===== src/rtl/sram_stream_reader.sv =====
// Burst read initiator for a single-port SRAM, presenting words as a valid/ready stream.
// Optional SRAM_RD_STALL_CNT_EN adds a saturating stall_cnt output.
module sram_stream_reader #(
    parameter int WL_ADDR = 8,
    parameter int WL_DATA = 32
) (
    input  logic               clk,
    input  logic               rst,
    input  logic               start,
    input  logic [WL_ADDR-1:0] base_addr,
    input  logic [WL_ADDR:0]   len,
    output logic               busy,
    output logic               done,
    output logic [WL_ADDR-1:0] sram_addr,
    output logic [WL_DATA-1:0] sram_wdata,
    output logic               sram_ena,
    input  logic [WL_DATA-1:0] sram_rdata,
    output logic               m_valid,
    output logic [WL_DATA-1:0] m_data,
    output logic               m_last,
    input  logic               m_ready
`ifdef SRAM_RD_STALL_CNT_EN
    ,
    output logic [15:0]        stall_cnt
`endif
);

    typedef enum logic [1:0] {
        ST_IDLE,
        ST_RUN,
        ST_DRAIN,
        ST_FIN
    } state_t;

    localparam logic [WL_ADDR:0]   CNT_ONE  = 1;
    localparam logic [WL_ADDR-1:0] ADDR_ONE = 1;

    state_t             state_q, state_d;
    logic [WL_ADDR:0]   len_q, len_d;
    logic [WL_ADDR:0]   issue_cnt_q, issue_cnt_d;
    logic [WL_ADDR:0]   beat_cnt_q, beat_cnt_d;
    logic               pending_q, pending_d;
    logic [WL_ADDR-1:0] sram_addr_q, sram_addr_d;
    logic [WL_DATA-1:0] buf_q [2];
    logic [WL_DATA-1:0] buf_d [2];
    logic               wr_ptr_q, wr_ptr_d;
    logic               rd_ptr_q, rd_ptr_d;
    logic [1:0]         count_q, count_d;
    logic               busy_q, busy_d;
    logic               done_q, done_d;
`ifdef SRAM_RD_STALL_CNT_EN
    logic [15:0]        stall_cnt_q, stall_cnt_d;
`endif

    logic               pop;
    logic               issue;
    logic               last_issue;
    logic               last_beat;
    logic [WL_ADDR:0]   len_m1;
    logic [2:0]         occ;
    logic [2:0]         room_lim;

    assign len_m1     = len_q - CNT_ONE;
    assign pop        = (count_q != 2'd0) && m_ready;
    assign last_issue = (issue_cnt_q == len_m1);
    assign last_beat  = (beat_cnt_q == len_m1);

    // Occupancy after this cycle's pop plus the read in flight must leave a free slot.
    assign occ      = {1'b0, count_q} + {2'b00, pending_q};
    assign room_lim = 3'd2 + {2'b00, pop};
    assign issue    = (state_q == ST_RUN) && (issue_cnt_q != len_q) && (occ < room_lim);

    always_comb begin
        state_d     = state_q;
        len_d       = len_q;
        issue_cnt_d = issue_cnt_q;
        beat_cnt_d  = beat_cnt_q;
        sram_addr_d = sram_addr_q;
        buf_d[0]    = buf_q[0];
        buf_d[1]    = buf_q[1];
        wr_ptr_d    = wr_ptr_q;
        rd_ptr_d    = rd_ptr_q;
        count_d     = count_q;
        pending_d   = issue;

        if (pending_q) begin
            buf_d[wr_ptr_q] = sram_rdata;
            wr_ptr_d        = ~wr_ptr_q;
        end
        if (pop) begin
            rd_ptr_d   = ~rd_ptr_q;
            beat_cnt_d = beat_cnt_q + CNT_ONE;
        end
        case ({pending_q, pop})
            2'b10:   count_d = count_q + 2'd1;
            2'b01:   count_d = count_q - 2'd1;
            default: count_d = count_q;
        endcase

        case (state_q)
            ST_IDLE: begin
                if (start) begin
                    len_d       = len;
                    issue_cnt_d = '0;
                    beat_cnt_d  = '0;
                    if (len == '0) begin
                        state_d = ST_FIN;
                    end else begin
                        state_d     = ST_RUN;
                        sram_addr_d = base_addr;
                    end
                end
            end
            ST_RUN: begin
                if (issue) begin
                    issue_cnt_d = issue_cnt_q + CNT_ONE;
                    if (last_issue) begin
                        state_d = ST_DRAIN;
                    end else begin
                        sram_addr_d = sram_addr_q + ADDR_ONE;
                    end
                end
            end
            ST_DRAIN: begin
                if (pop && last_beat) begin
                    state_d = ST_FIN;
                end
            end
            ST_FIN: begin
                state_d = ST_IDLE;
            end
            default: begin
                state_d = ST_IDLE;
            end
        endcase

        busy_d = (state_d != ST_IDLE);
        done_d = (state_d == ST_FIN);
    end

`ifdef SRAM_RD_STALL_CNT_EN
    always_comb begin
        stall_cnt_d = stall_cnt_q;
        if ((state_q == ST_IDLE) && start) begin
            stall_cnt_d = '0;
        end else if ((count_q != 2'd0) && !m_ready && (stall_cnt_q != 16'hFFFF)) begin
            stall_cnt_d = stall_cnt_q + 16'd1;
        end
    end
`endif

    always_ff @(posedge clk) begin
        if (rst) begin
            state_q     <= ST_IDLE;
            len_q       <= '0;
            issue_cnt_q <= '0;
            beat_cnt_q  <= '0;
            pending_q   <= 1'b0;
            sram_addr_q <= '0;
            buf_q[0]    <= '0;
            buf_q[1]    <= '0;
            wr_ptr_q    <= 1'b0;
            rd_ptr_q    <= 1'b0;
            count_q     <= 2'd0;
            busy_q      <= 1'b0;
            done_q      <= 1'b0;
`ifdef SRAM_RD_STALL_CNT_EN
            stall_cnt_q <= '0;
`endif
        end else begin
            state_q     <= state_d;
            len_q       <= len_d;
            issue_cnt_q <= issue_cnt_d;
            beat_cnt_q  <= beat_cnt_d;
            pending_q   <= pending_d;
            sram_addr_q <= sram_addr_d;
            buf_q[0]    <= buf_d[0];
            buf_q[1]    <= buf_d[1];
            wr_ptr_q    <= wr_ptr_d;
            rd_ptr_q    <= rd_ptr_d;
            count_q     <= count_d;
            busy_q      <= busy_d;
            done_q      <= done_d;
`ifdef SRAM_RD_STALL_CNT_EN
            stall_cnt_q <= stall_cnt_d;
`endif
        end
    end

    assign busy       = busy_q;
    assign done       = done_q;
    assign sram_addr  = sram_addr_q;
    assign sram_wdata = '0;
    assign sram_ena   = 1'b0;
    assign m_valid    = (count_q != 2'd0);
    assign m_data     = buf_q[rd_ptr_q];
    assign m_last     = m_valid && last_beat;
`ifdef SRAM_RD_STALL_CNT_EN
    assign stall_cnt  = stall_cnt_q;
`endif

endmodule

===== config.mk =====
export PLATFORM = sky130hd
export DESIGN_NAME = sram_stream_reader
export DESIGN_NICKNAME = d
export VERILOG_FILES = /design/src/rtl/sram_stream_reader.sv
export SDC_FILE = /design/constraint.sdc
export NUM_CORES = 1
export LEC_CHECK = 0
export ABC_AREA = 1
export BUFFER_PORTS_ARGS = -buffer_cell sky130_fd_sc_hd__buf_2
export CAP_MARGIN = 20
export CORE_MARGIN = 2
export CORE_UTILIZATION = 45
export CTS_CLUSTER_SIZE = 12
export DETAILED_ROUTE_END_ITERATION = 6
export PLACE_DENSITY = 0.8
export SYNTH_ARGS = -nofsm -noshare
export SYNTH_HDL_FRONTEND = slang
export SYNTH_SLANG_ARGS = --single-unit

===== constraint.sdc =====
create_clock -name clk -period 2.11 [get_ports clk]
set_clock_uncertainty 0.1 [all_clocks]
set_input_delay 0.1055 -clock clk [delete_from_list [all_inputs] [get_ports clk]]
set_output_delay 0.1055 -clock clk [all_outputs]
set_load 0.05 [all_outputs]

==> metrics <==
Non-Filler Instances=1141; Die ar.=13400 sq um; die width=116 um; vias in the first global route=4914; fillers=1159; flops & latches, synth=109; number of setup violations in the final report=1; EDFF count, synth=0; Die Y=116 um; syn avg cell area=6.84 sq um; number of CTS-inserted buffers=9; synthesized cell area=5630 sq um; Final TNS setup=-38.6 ps; synth warn=0; pwr/cell area=762 nW/um^2; hold_ws=44.0 ps; CP required=1900 ps; Max Buffers Root-to-Sink=2; net switching share of the total power=36.3%; post-route ant nets=0; Fmax=465 MHz; FF/Latch Area=2190 sq um; DP HPWL=9560 um; leakage power=3.18 nW; worst hold path type=primary input to register; max_slew headroom=63.0%; # IOs=130; status=finished, violations left; core box area=12100 sq um; WS Path Type=register to output port; gr usage total=21.4%; sequential share of power=41.8%; PortBufs=96; post-layout min period=2150 ps; Syn Inst Count=823; Antenna diodes=0; Worst R2R Setup Slack=60 ps; largest area contributor in the netlist=dfxtp_1; Peak supply drop=0.000695 V; layout cells sized above 1=20.6%; RSZ-0062 raised after global routing=true; area of the multi-input gates=2970 sq um; failing checks=negative setup slack; CTS tree=yes; Async S/R FF share, synth=0%; combinational share of power=28.3%; sequential share of the synthesized area=38.8%; area grow syn2layout=27.4%; top post-synthesis cells by area=dfxtp_1 39%, o21ai_0 11%, nand2_1 9.7%, nor2_1 8.1%, inv_1 5.5%; Initial Util=46.5%; clk slew on worst S/H paths=70 ps; H-tree levels=3; via/cell ratio=4.81; # nets final=1029; top-area cell type share of the netlist area=38.8%; final hold vios=0; clock power share=29.9%; CTS Root Cell=clkbuf_16; Sw Pwr=1.98 mW; placed instance area=6220 sq um; # rows=40; WL/cell=12.6 um; clk_lat worst skew=350 ps; first-pass GRT wire length=22900 um; Setup crit end kind=output port; Least-Margin Pin Slew=556 ps; Crit path arrival time=1940 ps; Critical Path Fanout Max=4; wirelength, routed=14300 um; routed via count=5492; total grt overflow=0; first drt pass iteration count=5; final worst slack=-38.6 ps; dpl cells=1071; Final Instance Area=7170 sq um; Initial DRC Count=464; Yosys cell types=36; clk sink count=109; antenna violations before repair=0; fin crit share=102%; most common flop cell mapped by yosys=dfxtp_1; max_cap viols=0; max-slew violation count=0; Internal=3.48 mW; startpoint class of the critical path=register; DRC violations left=0; largest net degree at the start of global routing=87; gpl congestion=0.965
[final cells by class]
type | instances | area share (%)
Clock buffer | 9 | 3.14
Clock inverter | 6 | 0.785
Inverter | 95 | 5.11
Multi-Input combinational cell | 589 | 41.4
Sequential cell | 109 | 30.5
Tap cell | 168 | 2.93
Timing Repair Buffer | 165 | 16.1
[final timing paths]
path,to,cells past startpoint,start
min reg2reg,buf_q[0][25],2,buf_q[0][25]
max,m_last,10,len_q[1]
max reg2reg,sram_addr[3],15,len_q[1]
min,beat_cnt_q[1],4,m_ready
[power by group through the flow]
stage | Sequential, mW | Clock (mW) | Combinational (mW)
6_report | 2.28 | 1.63 | 1.55
5_1_grt | 2.30 | 1.76 | 1.69
4_1_cts | 2.27 | 1.67 | 1.48
3_5_place_dp | 2.32 | 0 | 1.37
3_3_place_gp | 2.32 | 0 | 1.36
2_1_floorplan | 2.38 | 0 | 1.05
[cells in the final DEF, fill, tap and decap left out, types with 2 or more instances in the layout]
cell type | Yosys | final
dlygate4sd3_1 | 0 | 47
nor2_1 | 121 | 115
clkbuf_16 | 0 | 9
ha_1 | 7 | 6
mux2i_1 | 3 | 3
inv_2 | 8 | 11
xor2_2 | 2 | 2
nand2_2 | 3 | 10
clkinv_1 | 3 | 3
nor3_1 | 10 | 10
nand2_4 | 4 | 6
nand3_2 | 0 | 3
nand2_1 | 146 | 138
xnor2_1 | 7 | 7
buf_2 | 0 | 95
nand4_1 | 5 | 5
dfxtp_1 | 109 | 102
o21ai_0 | 125 | 123
a21oi_1 | 56 | 56
conb_1 | 1 | 33
buf_4 | 33 | 20
inv_1 | 82 | 79
and2_1 | 3 | 3
xor2_1 | 8 | 8
inv_8 | 0 | 3
buf_12 | 0 | 2
inv_6 | 0 | 2
nor2_4 | 4 | 10
dfxtp_2 | 0 | 7
o21ai_1 | 2 | 3
nand3_1 | 29 | 26
nor2_2 | 10 | 10
[critical path, stage by stage, from the launching register on]
cell	delay, ps
dfxtp_2	330
buf_4	150
nor2_4	140
nand2_4	90
nor2_4	100
nand2_1	80
nand3_1	110
nand3_1	110
nor2_2	150
and3_4	200
buf_8	140
[flip-flops by register name, indices dropped and copies added (netlist names), named ones only]
name         flops
buf_q           64
beat_cnt_q       9
issue_cnt_q      9
len_q            9
sram_addr        8
count_q          2
state_q          2
busy             1
done             1
pending_q        1
rd_ptr_q         1
wr_ptr_q         1
[cell usage after synthesis, drive strengths merged, types with 6 or more instances]
cell,instances
buf,36
xor2,10
nor3,10
o21ai,127
a21oi,56
clkbuf,27
nand3,30
inv,92
xnor2,7
dfxtp,109
nor2,136
ha,7
nand2,153
nand4,6
[logic make-up (layout without fill, tap and decap cells)]
| family | Yosys count | in the layout | share of synthesized area [%] |
|---|---|---|---|
| compound gates | 186 | 186 | 16.6 |
| xor+xnor | 17 | 17 | 2.91 |
| fa+ha+maj | 7 | 7 | 1.56 |
| buf+inv | 158 | 275 | 12.8 |
| flops | 109 | 109 | 38.8 |
| mux | 3 | 3 | 0.533 |
| other cells | 1 | 33 | 0.0666 |
| simple gates | 342 | 343 | 26.7 |
[per-stage QoR]
step / setup slack, ps / util [%] / total power [mW]
after detailed placement: 11.0 / 51.4 / 3.69
after CTS: -29.0 / 58.4 / 5.43
after global placement: 38.1 / 51.4 / 3.67
after global routing: -120 / 59.2 / 5.75
after floorplan: 140 / - / 3.43
final: -38.6 / 59.2 / 5.46
[layer usage]
layer / track usage [%] / routed length, um
met3: 4.92 / 678
met1: 26.7 / 6300
met2: 36.4 / 6920
met4: 7.78 / 442
met5: 0 / 0
[repair_timing]
| action | CTS | global route |
|---|---|---|
| endpoints found under the hold margin | 81 | 0 |
| buffers inserted | 6 | 1 |
| gates cloned | 0 | 1 |
| resized for setup | 18 | 27 |
| hold buffers | 47 | 0 |
| pin swaps | 10 | 10 |
| endpoints found under the setup margin | 4 | 14 |
Note: power is estimated with default switching activity, not from simulation.
